==> config.mk <==
export PLATFORM = sky130hd
export DESIGN_NAME = ram_access_ctrl
export DESIGN_NICKNAME = d
export VERILOG_FILES = /design/src/rtl/ram_ctrl_pkg.sv /design/src/rtl/ram_ctrl_timer.sv /design/src/rtl/ram_access_ctrl.sv
export SDC_FILE = /design/constraint.sdc
export NUM_CORES = 1
export LEC_CHECK = 0
export BUFFER_PORTS_ARGS = -buffer_cell sky130_fd_sc_hd__buf_2
export CORE_UTILIZATION = 50
export CTS_CLUSTER_DIAMETER = 60
export DETAILED_ROUTE_END_ITERATION = 12
export HOLD_SLACK_MARGIN = 0.08
export PLACE_DENSITY_LB_ADDON = 0.12
export SLEW_MARGIN = 20
export SYNTH_ARGS = -nofsm -noshare
export SYNTH_HDL_FRONTEND = slang
export SYNTH_SLANG_ARGS = --single-unit
==> constraint.sdc <==
create_clock -name Clk -period 3.9 [get_ports Clk]
set_input_delay 0.78 -clock Clk [delete_from_list [all_inputs] [get_ports Clk]]
set_output_delay 0.78 -clock Clk [all_outputs]
set_load 0.01 [all_outputs]
==> src/rtl/ram_ctrl_pkg.sv <==
// Shared types and constants for the RAM access controller.
// State encoding, default widths and RWS pin levels.
package ram_ctrl_pkg;

  localparam int ADDR_W_DEF = 5;
  localparam int DATA_W_DEF = 8;

  localparam logic RWS_WRITE = 1'b1;
  localparam logic RWS_READ  = 1'b0;

  typedef enum logic [2:0] {
    ST_IDLE,
    ST_SETUP,
    ST_STROBE,
    ST_HOLD,
    ST_INIT
  } state_t;

  // Width of a phase counter able to hold the longest phase length.
  function automatic int cnt_w(int a, int b);
    return $clog2((a > b) ? a : b) + 1;
  endfunction

endpackage

==> src/rtl/ram_ctrl_timer.sv <==
// Loadable phase down-counter; done while the count is 1.
// Ports: clk, rst_n, load, load_val -> done. Never wraps below 1.
module ram_ctrl_timer #(
  parameter int CNT_W = 2
) (
  input  logic             clk,
  input  logic             rst_n,
  input  logic             load,
  input  logic [CNT_W-1:0] load_val,
  output logic             done
);

  localparam logic [CNT_W-1:0] ONE = CNT_W'(1);

  logic [CNT_W-1:0] cnt;

  always_ff @(posedge clk or negedge rst_n) begin
    if (!rst_n) begin
      cnt <= '0;
    end else if (load) begin
      cnt <= load_val;
    end else if (cnt > ONE) begin
      cnt <= cnt - ONE;
    end
  end

  assign done = (cnt == ONE);

endmodule

==> src/rtl/ram_access_ctrl.sv <==
// Synchronous front-end for a CS/RWS-strobed async RAM: req/rsp
// handshake in, Ram* pins out. Macro RAM_ACCESS_CTRL_ZEROFILL_EN adds zero-fill init.
module ram_access_ctrl
  import ram_ctrl_pkg::*;
#(
  parameter int ADDR_W     = ADDR_W_DEF,
  parameter int DATA_W     = DATA_W_DEF,
  parameter int SETUP_CYC  = 1,
  parameter int STROBE_CYC = 2
) (
  input  logic              Clk,
  input  logic              Rst_n,
  input  logic              ReqValid,
  output logic              ReqReady,
  input  logic              ReqWrite,
  input  logic [ADDR_W-1:0] ReqAddr,
  input  logic [DATA_W-1:0] ReqData,
  output logic              RspValid,
  output logic [DATA_W-1:0] RspData,
  output logic              Busy,
  output logic              InitDone,
  output logic [ADDR_W-1:0] RamAddr,
  output logic [DATA_W-1:0] RamDataIn,
  output logic              RamRWS,
  output logic              RamCS,
  input  logic [DATA_W-1:0] RamDataOut
);

  localparam int CNT_W = cnt_w(SETUP_CYC, STROBE_CYC);
  localparam logic [CNT_W-1:0] SETUP_LD  = CNT_W'(SETUP_CYC);
  localparam logic [CNT_W-1:0] STROBE_LD = CNT_W'(STROBE_CYC);

  state_t state;

  logic init_done;
  logic launch_init;
  logic xfer;
  logic tmr_load;
  logic [CNT_W-1:0] tmr_val;
  logic tmr_done;

`ifdef RAM_ACCESS_CTRL_ZEROFILL_EN
  // IDLE starts address 0 right after reset; INIT starts the rest.
  assign launch_init = (state == ST_INIT) |
                       ((state == ST_IDLE) & ~init_done);
`else
  assign init_done   = 1'b1;
  assign launch_init = 1'b0;
`endif

  assign InitDone = init_done;
  assign ReqReady = (state == ST_IDLE) & init_done;
  assign xfer     = ReqValid & ReqReady;
  assign Busy     = (state != ST_IDLE);

  always_comb begin
    tmr_load = 1'b0;
    tmr_val  = SETUP_LD;
    if (xfer | launch_init) begin
      tmr_load = 1'b1;
      tmr_val  = SETUP_LD;
    end else if ((state == ST_SETUP) & tmr_done) begin
      tmr_load = 1'b1;
      tmr_val  = STROBE_LD;
    end
  end

  ram_ctrl_timer #(
    .CNT_W(CNT_W)
  ) u_timer (
    .clk     (Clk),
    .rst_n   (Rst_n),
    .load    (tmr_load),
    .load_val(tmr_val),
    .done    (tmr_done)
  );

  always_ff @(posedge Clk or negedge Rst_n) begin
    if (!Rst_n) begin
      state     <= ST_IDLE;
      RamCS     <= 1'b0;
      RamRWS    <= RWS_READ;
      RamAddr   <= '0;
      RamDataIn <= '0;
      RspValid  <= 1'b0;
      RspData   <= '0;
`ifdef RAM_ACCESS_CTRL_ZEROFILL_EN
      init_done <= 1'b0;
`endif
    end else begin
      RspValid <= 1'b0;
      unique case (state)
        ST_IDLE, ST_INIT: begin
          if (launch_init) begin
            // Address walks via RamAddr itself.
            RamRWS    <= RWS_WRITE;
            RamDataIn <= '0;
            state     <= ST_SETUP;
          end else if (xfer) begin
            RamAddr   <= ReqAddr;
            RamRWS    <= ReqWrite;
            RamDataIn <= ReqData;
            state     <= ST_SETUP;
          end
        end
        ST_SETUP: begin
          if (tmr_done) begin
            RamCS <= 1'b1;
            state <= ST_STROBE;
          end
        end
        ST_STROBE: begin
          if (tmr_done) begin
            RamCS <= 1'b0;
            state <= ST_HOLD;
            if (RamRWS == RWS_READ) begin
              RspData  <= RamDataOut;
              RspValid <= 1'b1;
            end
          end
        end
        ST_HOLD: begin
          // No write strobe may be seen while parked.
          RamRWS <= RWS_READ;
          state  <= ST_IDLE;
`ifdef RAM_ACCESS_CTRL_ZEROFILL_EN
          if (!init_done) begin
            RamAddr <= RamAddr + ADDR_W'(1);
            if (&RamAddr) begin
              init_done <= 1'b1;
            end else begin
              state <= ST_INIT;
            end
          end
`endif
        end
        default: begin
          state <= ST_IDLE;
        end
      endcase
    end
  end

endmodule

==> reports/qor.csv, run 1 <==
stage,metric,value,unit
power_and_ir_drop,NetSw,0.437,mW
global_route,Total Routing Usage GR,0.167,
power_and_ir_drop,Switching Fraction,0.333,
layout,"non-filler cells, final",163,
power_and_ir_drop,Leakage,0.819,nW
layout,register area,701,µm²
global_route,vias in the first global route,795,
detailed_routing,wire length per cell,12.7,µm
floorplan,Top-Level Pins,52,
global_route,largest net degree at the start of global routing,29,
power_and_ir_drop,Seq pwr share,0.390,
critical_path,Worst path most repeated cell,inv_1,
clock_tree,TritonCTS clock tree,yes,
floorplan,Die H,51.7,µm
critical_path,CP Max Fanout,6,
critical_path,Reg2Reg Setup Slack,2260,ps
floorplan,die width,51.7,µm
critical_path,Critical Path RT,3120,ps
critical_path,Setup CP Type,reg -> out,
layout,Fillers,180,
power_and_ir_drop,worst vdd ir,535,µV
sta,fmax,0.461,GHz
clock_tree,Clock Tree Root,clkbuf_4,
sta,"Period Utilization, post-route",0.557,
sta,Worst Tran Pin Value,608,ps
layout,NumNets Final,168,
placed_design,Placed Cells,159,
detailed_routing,Initial DRT Pass Iterations,2,
global_route,met1 Use GR,0.197,
layout,ant diodes,0,
critical_path,worst path cell trace,inv_1 -> ha_1 -> inv_1 -> buf_2,
critical_path,RR Endpoint,state[1]$_DFFE_PN0P_,
sta,setup_tns,0,ps
power_and_ir_drop,P_int,0.876,mW
critical_path,worst path buffer plus inverter count,3,
sta,max-slew violations,0,
logic_synthesis,Gate Count Post-Synth,83,
sta,RSZ-0062 raised after global routing,no,
global_route,met2 Usage GRT,0.314,
sta,Final Hold Fails,0,
logic_synthesis,syn_nets,115,
clock_tree,Post-CTS Hold Fix Bufs,0,
global_route,initial antenna violation count,0,
floorplan,Core Area,2280,µm²
power_and_ir_drop,Clk pwr share,0.144,
detailed_routing,via count,817,
power_and_ir_drop,Comb pwr share,0.466,
global_route,total grt overflow,0,
global_route,met3 usage,0.0263,
critical_path,worst setup path startpoint,state[0]$_DFFE_PN0P_,
layout,Area growth syn-to-layout,25.8,%
logic_synthesis,synth top area cells,"dfrtp_1 (57%), mux2_2 (14%), mux2_4 (8.5%), ha_1 (7.1%), o21ai_0 (1.2%)",
layout,layout cells sized above 1,0.600,
clock_tree,clk_lat worst skew,330,ps
placed_design,gpl congestion,0.731,
detailed_routing,Via-to-Cell Ratio,5.01,
clock_tree,Post-CTS Setup Bufs,0,
critical_path,"slowest stage delay, CP",450,ps
critical_path,number of stages on the worst setup path,4,
clock_tree,Longest Clk Path Bufs,2,
logic_synthesis,mapped cell area,1230,µm²
floorplan,# rows,17,
logic_synthesis,Async SR Flop Fraction,1.00,
logic_synthesis,synthesized area per cell,14.9,µm²
logic_synthesis,"Distinct cells, synth",22,
clock_tree,Clock transition at path regs,150,ps
clock_tree,clk sinks,28,
detailed_routing,DRT antenna net count,0,
global_route,first-pass GRT wire length,3.30,mm
sta,final setup vio count,0,
power_and_ir_drop,Cell Pwr Density,845,nW/µm²
critical_path,R2R depth,5,
critical_path,Critical Path AT,1390,ps
detailed_routing,Routed WL,2.07,mm
critical_path,Top delay family on crit path,flip-flops,
logic_synthesis,largest area contributor in the netlist,dfrtp_1,
clock_tree,Post-CTS Resized,0,
status,outcome,completed,
sta,Tmin final,2170,ps
critical_path,Critical Path Sink Type,primary output,
placed_design,HPWL reported at the end of detailed placement,1.59,mm
placed_design,IO buf count,50,
sta,Rel. slew slack,0.595,
clock_tree,H-tree depth,1,
worst_hold_path,worst min-delay path class,in -> async,
critical_path,CP max-delay cell,dfrtp_1,
global_route,GR peak layer,met2,
logic_synthesis,#FFs+latches synth,28,
floorplan,Initial Util,0.543,
sta,worst clock skew,4.10,ps
logic_synthesis,sequential share of the synthesized area,0.567,
critical_path,startpoint types,flop,
critical_path,worst reg2reg startpoint,state[0]$_DFFE_PN0P_,
logic_synthesis,post-synth top area share,0.567,
logic_synthesis,"Primary FF master, synth",dfrtp_1,
floorplan,Die Area,2670,µm²
logic_synthesis,synth warn,0,
flow_run,number of max-cap violations,0,
detailed_routing,Residual DRC,0,
detailed_routing,1st-iter DRT viols,3,
layout,Multi-input gate area,500,µm²
clock_tree,TritonCTS Buffers,3,
logic_synthesis,"EDFF count, synth",0,
==> cell type report <==
class,instances,share of cell area
Multi-Input combinational cell,49,0.322
Clock buffer,3,0.0145
Sequential cell,28,0.451
Timing Repair Buffer,50,0.161
Clock inverter,1,0.0193
Inverter,4,0.00966
Tap cell,28,0.0225
==> routing by layer <==
layer  vias to the layer above  wire length (µm)
met4                         0                16
met2                        32              1070
met3                         2               122
li1                        383                 -
met1                       400               856
met5                         -                 0
==> cells by family after synthesis <==
family                   after synthesis  share of synthesized area
AO/OA/AOI/OAI                          7                     0.0426
adder cells (fa/ha/maj)                7                     0.0709
multiplexers                          22                      0.222
XOR/XNOR                               1                    0.00709
buffers and inverters                  6                     0.0274
flip-flops                            28                      0.567
AND/OR/NAND/NOR                       11                     0.0598
other                                  1                    0.00304
==> cell usage after synthesis (3+ instances only) <==
| cell type | number |
|---|---|
| inv_1 | 4 |
| mux2_2 | 15 |
| mux2_4 | 7 |
| o21ai_0 | 3 |
| dfrtp_1 | 28 |
| ha_1 | 7 |
| nor2_1 | 4 |
==> flip-flops by register name, indices dropped and copies added, names as in the netlist <==
register / count
RamAddr: 5
RamCS: 1
RamDataIn: 8
RamRWS: 1
RspData: 8
RspValid: 1
state: 2
u_timer.cnt: 2
==> placed cells by master, fill, tap and decap left out, types with 3 or more instances in the layout <==
master    netlist  routed
buf_2           0      50
dfrtp_1        28      28
mux2_2         15      15
mux2_4          7       7
ha_1            7       7
inv_1           4       4
nor2_1          4       4
o21ai_0         3       3
clkbuf_4        0       3
==> power by group through the flow <==
stage	Clock, mW	Combinational, mW	Sequential, mW
3_3_place_gp	0	0.599	0.513
3_5_place_dp	0	0.619	0.521
4_1_cts	0.193	0.621	0.514
5_1_grt	0.203	0.671	0.531
6_report	0.189	0.611	0.513
2_1_floorplan	0	0.354	0.579
==> worst max-delay path by stage <==
stage / to / slack [ps]
after floorplan: Busy / 2200
after global placement: Busy / 2160
after detailed placement: Busy / 2100
after CTS: Busy / 1720
after global routing: Busy / 1630
final: Busy / 1730
==> through the flow <==
step / hold slack (ps) / area (µm²) / power (mW) / utilization / worst slack (ps)
final: 438 / 1550 / 1.31 / 0.683 / 1730
after global routing: 483 / 1550 / 1.40 / 0.683 / 1630
after CTS: 451 / 1550 / 1.33 / 0.683 / 1720
after detailed placement: 486 / 1500 / 1.14 / 0.660 / 2100
after global placement: 482 / 1500 / 1.11 / 0.660 / 2160
after floorplan: 484 / 1230 / 0.933 / - / 2200
(Power assumes the default switching activity.)
==> inputs of run 2 (changes only) <==
--- a/config.mk
+++ b/config.mk
@@ -6,7 +6,7 @@
 export NUM_CORES = 1
 export LEC_CHECK = 0
 export BUFFER_PORTS_ARGS = -buffer_cell sky130_fd_sc_hd__buf_2
-export CORE_UTILIZATION = 50
+export CORE_UTILIZATION = 42
 export CTS_CLUSTER_DIAMETER = 60
 export DETAILED_ROUTE_END_ITERATION = 12
 export HOLD_SLACK_MARGIN = 0.08
==> constraint.sdc (replaced) <==
create_clock -name Clk -period 1.8 [get_ports Clk]
set_input_delay 0.36 -clock Clk [delete_from_list [all_inputs] [get_ports Clk]]
set_output_delay 0.36 -clock Clk [all_outputs]
set_load 0.01 [all_outputs]
==> run 2 against run 1 <==
  * Sequential share of layout area is the same
  * Clock power grew 53%
  * Design area unchanged
  * Via count decreased by 2.1%
  * Non-clock buffer count is 1 higher
  * Die area grew 18%
  * First-iteration DRC count up 67%
  * Critical endpoint unchanged
  * Largest power group unchanged
  * Highest routed layer unchanged
==> reports/qor.csv, run 2 (synthesized netlist as in run 1, its figures left out) <==
stage,metric,value,unit
status,outcome,completed,
detailed_routing,via count,800,
layout,Area growth syn-to-layout,25.8,%
detailed_routing,wire length per cell,12.0,µm
global_route,Total Routing Usage GR,0.139,
placed_design,HPWL reported at the end of detailed placement,1.50,mm
critical_path,Critical Path Sink Type,primary output,
layout,most frequent cells in the layout,"buf_2 (50), dfrtp_1 (28), mux2_2 (15)",
sta,Tmin final,1690,ps
floorplan,Top-Level Pins,52,
critical_path,CP Max Fanout,6,
sta,max-slew violations,0,
detailed_routing,Initial DRT Pass Iterations,2,
detailed_routing,1st-iter DRT viols,5,
global_route,total grt overflow,0,
detailed_routing,Routed WL,2.01,mm
critical_path,CP max-delay cell,dfrtp_1,
power_and_ir_drop,NetSw,0.922,mW
detailed_routing,Via-to-Cell Ratio,4.79,
floorplan,die width,56.2,µm
flow_run,number of max-cap violations,0,
sta,Final Hold Fails,0,
placed_design,IO buf count,50,
detailed_routing,DRT antenna net count,0,
clock_tree,TritonCTS clock tree,yes,
detailed_routing,Detail Route met3 WL,148,µm
global_route,largest net degree at the start of global routing,29,
detailed_routing,met2 wire length,974,µm
critical_path,Top delay family on crit path,flip-flops,
power_and_ir_drop,Leakage,0.814,nW
placed_design,gpl congestion,0.656,
power_and_ir_drop,Clk pwr share,0.106,
power_and_ir_drop,P_int,1.80,mW
sta,Worst Tran Pin Value,610,ps
floorplan,Die H,56.2,µm
worst_hold_path,worst min-delay path class,in -> reg,
power_and_ir_drop,Cell Pwr Density,1750,nW/µm²
sta,RSZ-0062 raised after global routing,no,
critical_path,startpoint types,flop,
clock_tree,TritonCTS Buffers,3,
critical_path,worst path buffer plus inverter count,3,
clock_tree,clk_lat worst skew,310,ps
layout,"most common cell after layout, fill and taps aside",buf_2,
sta,fmax,0.592,GHz
critical_path,"slowest stage delay, CP",440,ps
sta,worst clock skew,1.62,ps
power_and_ir_drop,Comb pwr share,0.486,
layout,biggest regs,"RamDataIn: 8 flops, RspData: 8 flops, RamAddr: 5 flops",
layout,post-layout util,0.559,
sta,"Period Utilization, post-route",0.938,
detailed_routing,Metal-1 WL,853,µm
critical_path,Critical Path RT,1440,ps
critical_path,Setup CP Type,reg -> out,
critical_path,Worst path most repeated cell,inv_1,
clock_tree,Clock Tree Root,clkbuf_4,
power_and_ir_drop,Seq pwr share,0.408,
clock_tree,Post-CTS Setup Bufs,0,
clock_tree,clk sinks,28,
layout,layout cells sized above 1,0.603,
sta,Rel. slew slack,0.594,
critical_path,Critical Path AT,1330,ps
global_route,initial antenna violation count,0,
clock_tree,Clock transition at path regs,130,ps
floorplan,Core Area,2780,µm²
floorplan,Initial Util,0.444,
critical_path,worst path cell trace,inv_1 -> ha_2 -> inv_1 -> buf_2,
sta,final setup vio count,0,
clock_tree,Longest Clk Path Bufs,2,
power_and_ir_drop,worst vdd ir,1100,µV
sta,setup_tns,0,ps
global_route,first-pass GRT wire length,3.42,mm
detailed_routing,Residual DRC,0,
layout,ant diodes,0,
floorplan,# rows,19,
power_and_ir_drop,Switching Fraction,0.338,
floorplan,Die Area,3160,µm²
clock_tree,H-tree depth,1,
layout,NumNets Final,169,
global_route,vias in the first global route,788,
detailed_routing,Max Used Layer,met4,
-- run 2: cell types whose count changed in the layout (fill, tap and decap cells not counted) --
cell / delta
bufinv_16: -1
clkbuf_8: +1
dlygate4sd3_1: +1
ha_1: -1
ha_2: +1
-- run 2: worst reg2reg max path, cell delays in order, from the launching register on --
cell     delay [ps]
dfrtp_1         420
inv_1           100
ha_2            240
and2b_2         210
nor2_1          140
mux2_2          340
-- run 2: layout make-up --
class	instances	area, µm²
fill	253	1230
sequential	28	701
multi-input combinational	49	503
timing repair buffer	51	260
tap	31	38.8
clock buffer	4	36.3
inverter	4	15.0
-- run 2: worst paths after layout --
| kind | from | endpoint | slack, ps | cells after the start |
|---|---|---|---|---|
| min in group asynchronous | Rst_n | RspData[5]$_DFFE_PN0P_ | 570 | 2 |
| max | state[0]$_DFFE_PN0P_ | Busy | 110 | 4 |
| max reg2reg | state[0]$_DFFE_PN0P_ | state[1]$_DFFE_PN0P_ | 250 | 5 |
| min | ReqAddr[3] | RamAddr[3]$_DFFE_PN0P_ | 260 | 2 |
| max in group asynchronous | Rst_n | RspData[7]$_DFFE_PN0P_ | 840 | 2 |
| min reg2reg | RspData[0]$_DFFE_PN0P_ | RspData[0]$_DFFE_PN0P_ | 520 | 1 |
-- run 2: through the flow --
| stage | cells | total power, mW | area, µm² | hold slack, ps | setup slack [ps] |
|---|---|---|---|---|---|
| after global routing | 167 | 2.94 | 1550 | 239 | 30.4 |
| after detailed placement | 162 | 2.47 | 1510 | 412 | 197 |
| after CTS | 167 | 2.77 | 1550 | 244 | 31.9 |
| after global placement | 162 | 2.41 | 1510 | 405 | 256 |
| after floorplan | 83 | 2.02 | 1230 | 64.4 | 254 |
| final | 167 | 2.73 | 1550 | 261 | 112 |
-- run 2: per-layer routing --
| layer | global-route usage | vias to the layer above |
|---|---|---|
| met2 | 0.224 | 33 |
| met3 | 0.0349 | 4 |
| met4 | 0.0627 | 0 |
| met5 | 0 | - |
| met1 | 0.175 | 375 |
| li1 | - | 388 |
-- run 2: power groups by stage --
stage                     combinational (mW)  sequential (mW)  clock [mW]
after floorplan                        0.767             1.25           0
after global placement                  1.30             1.11           0
after detailed placement                1.35             1.12           0
after CTS                               1.35             1.12       0.310
after global routing                    1.45             1.15       0.329
final                                   1.32             1.11       0.289
-- run 2: what timing repair did --
action,CTS,global route
resized for setup,0,1
hold endpoints to repair,28,0
hold buffers,1,0
setup endpoints to repair,0,2
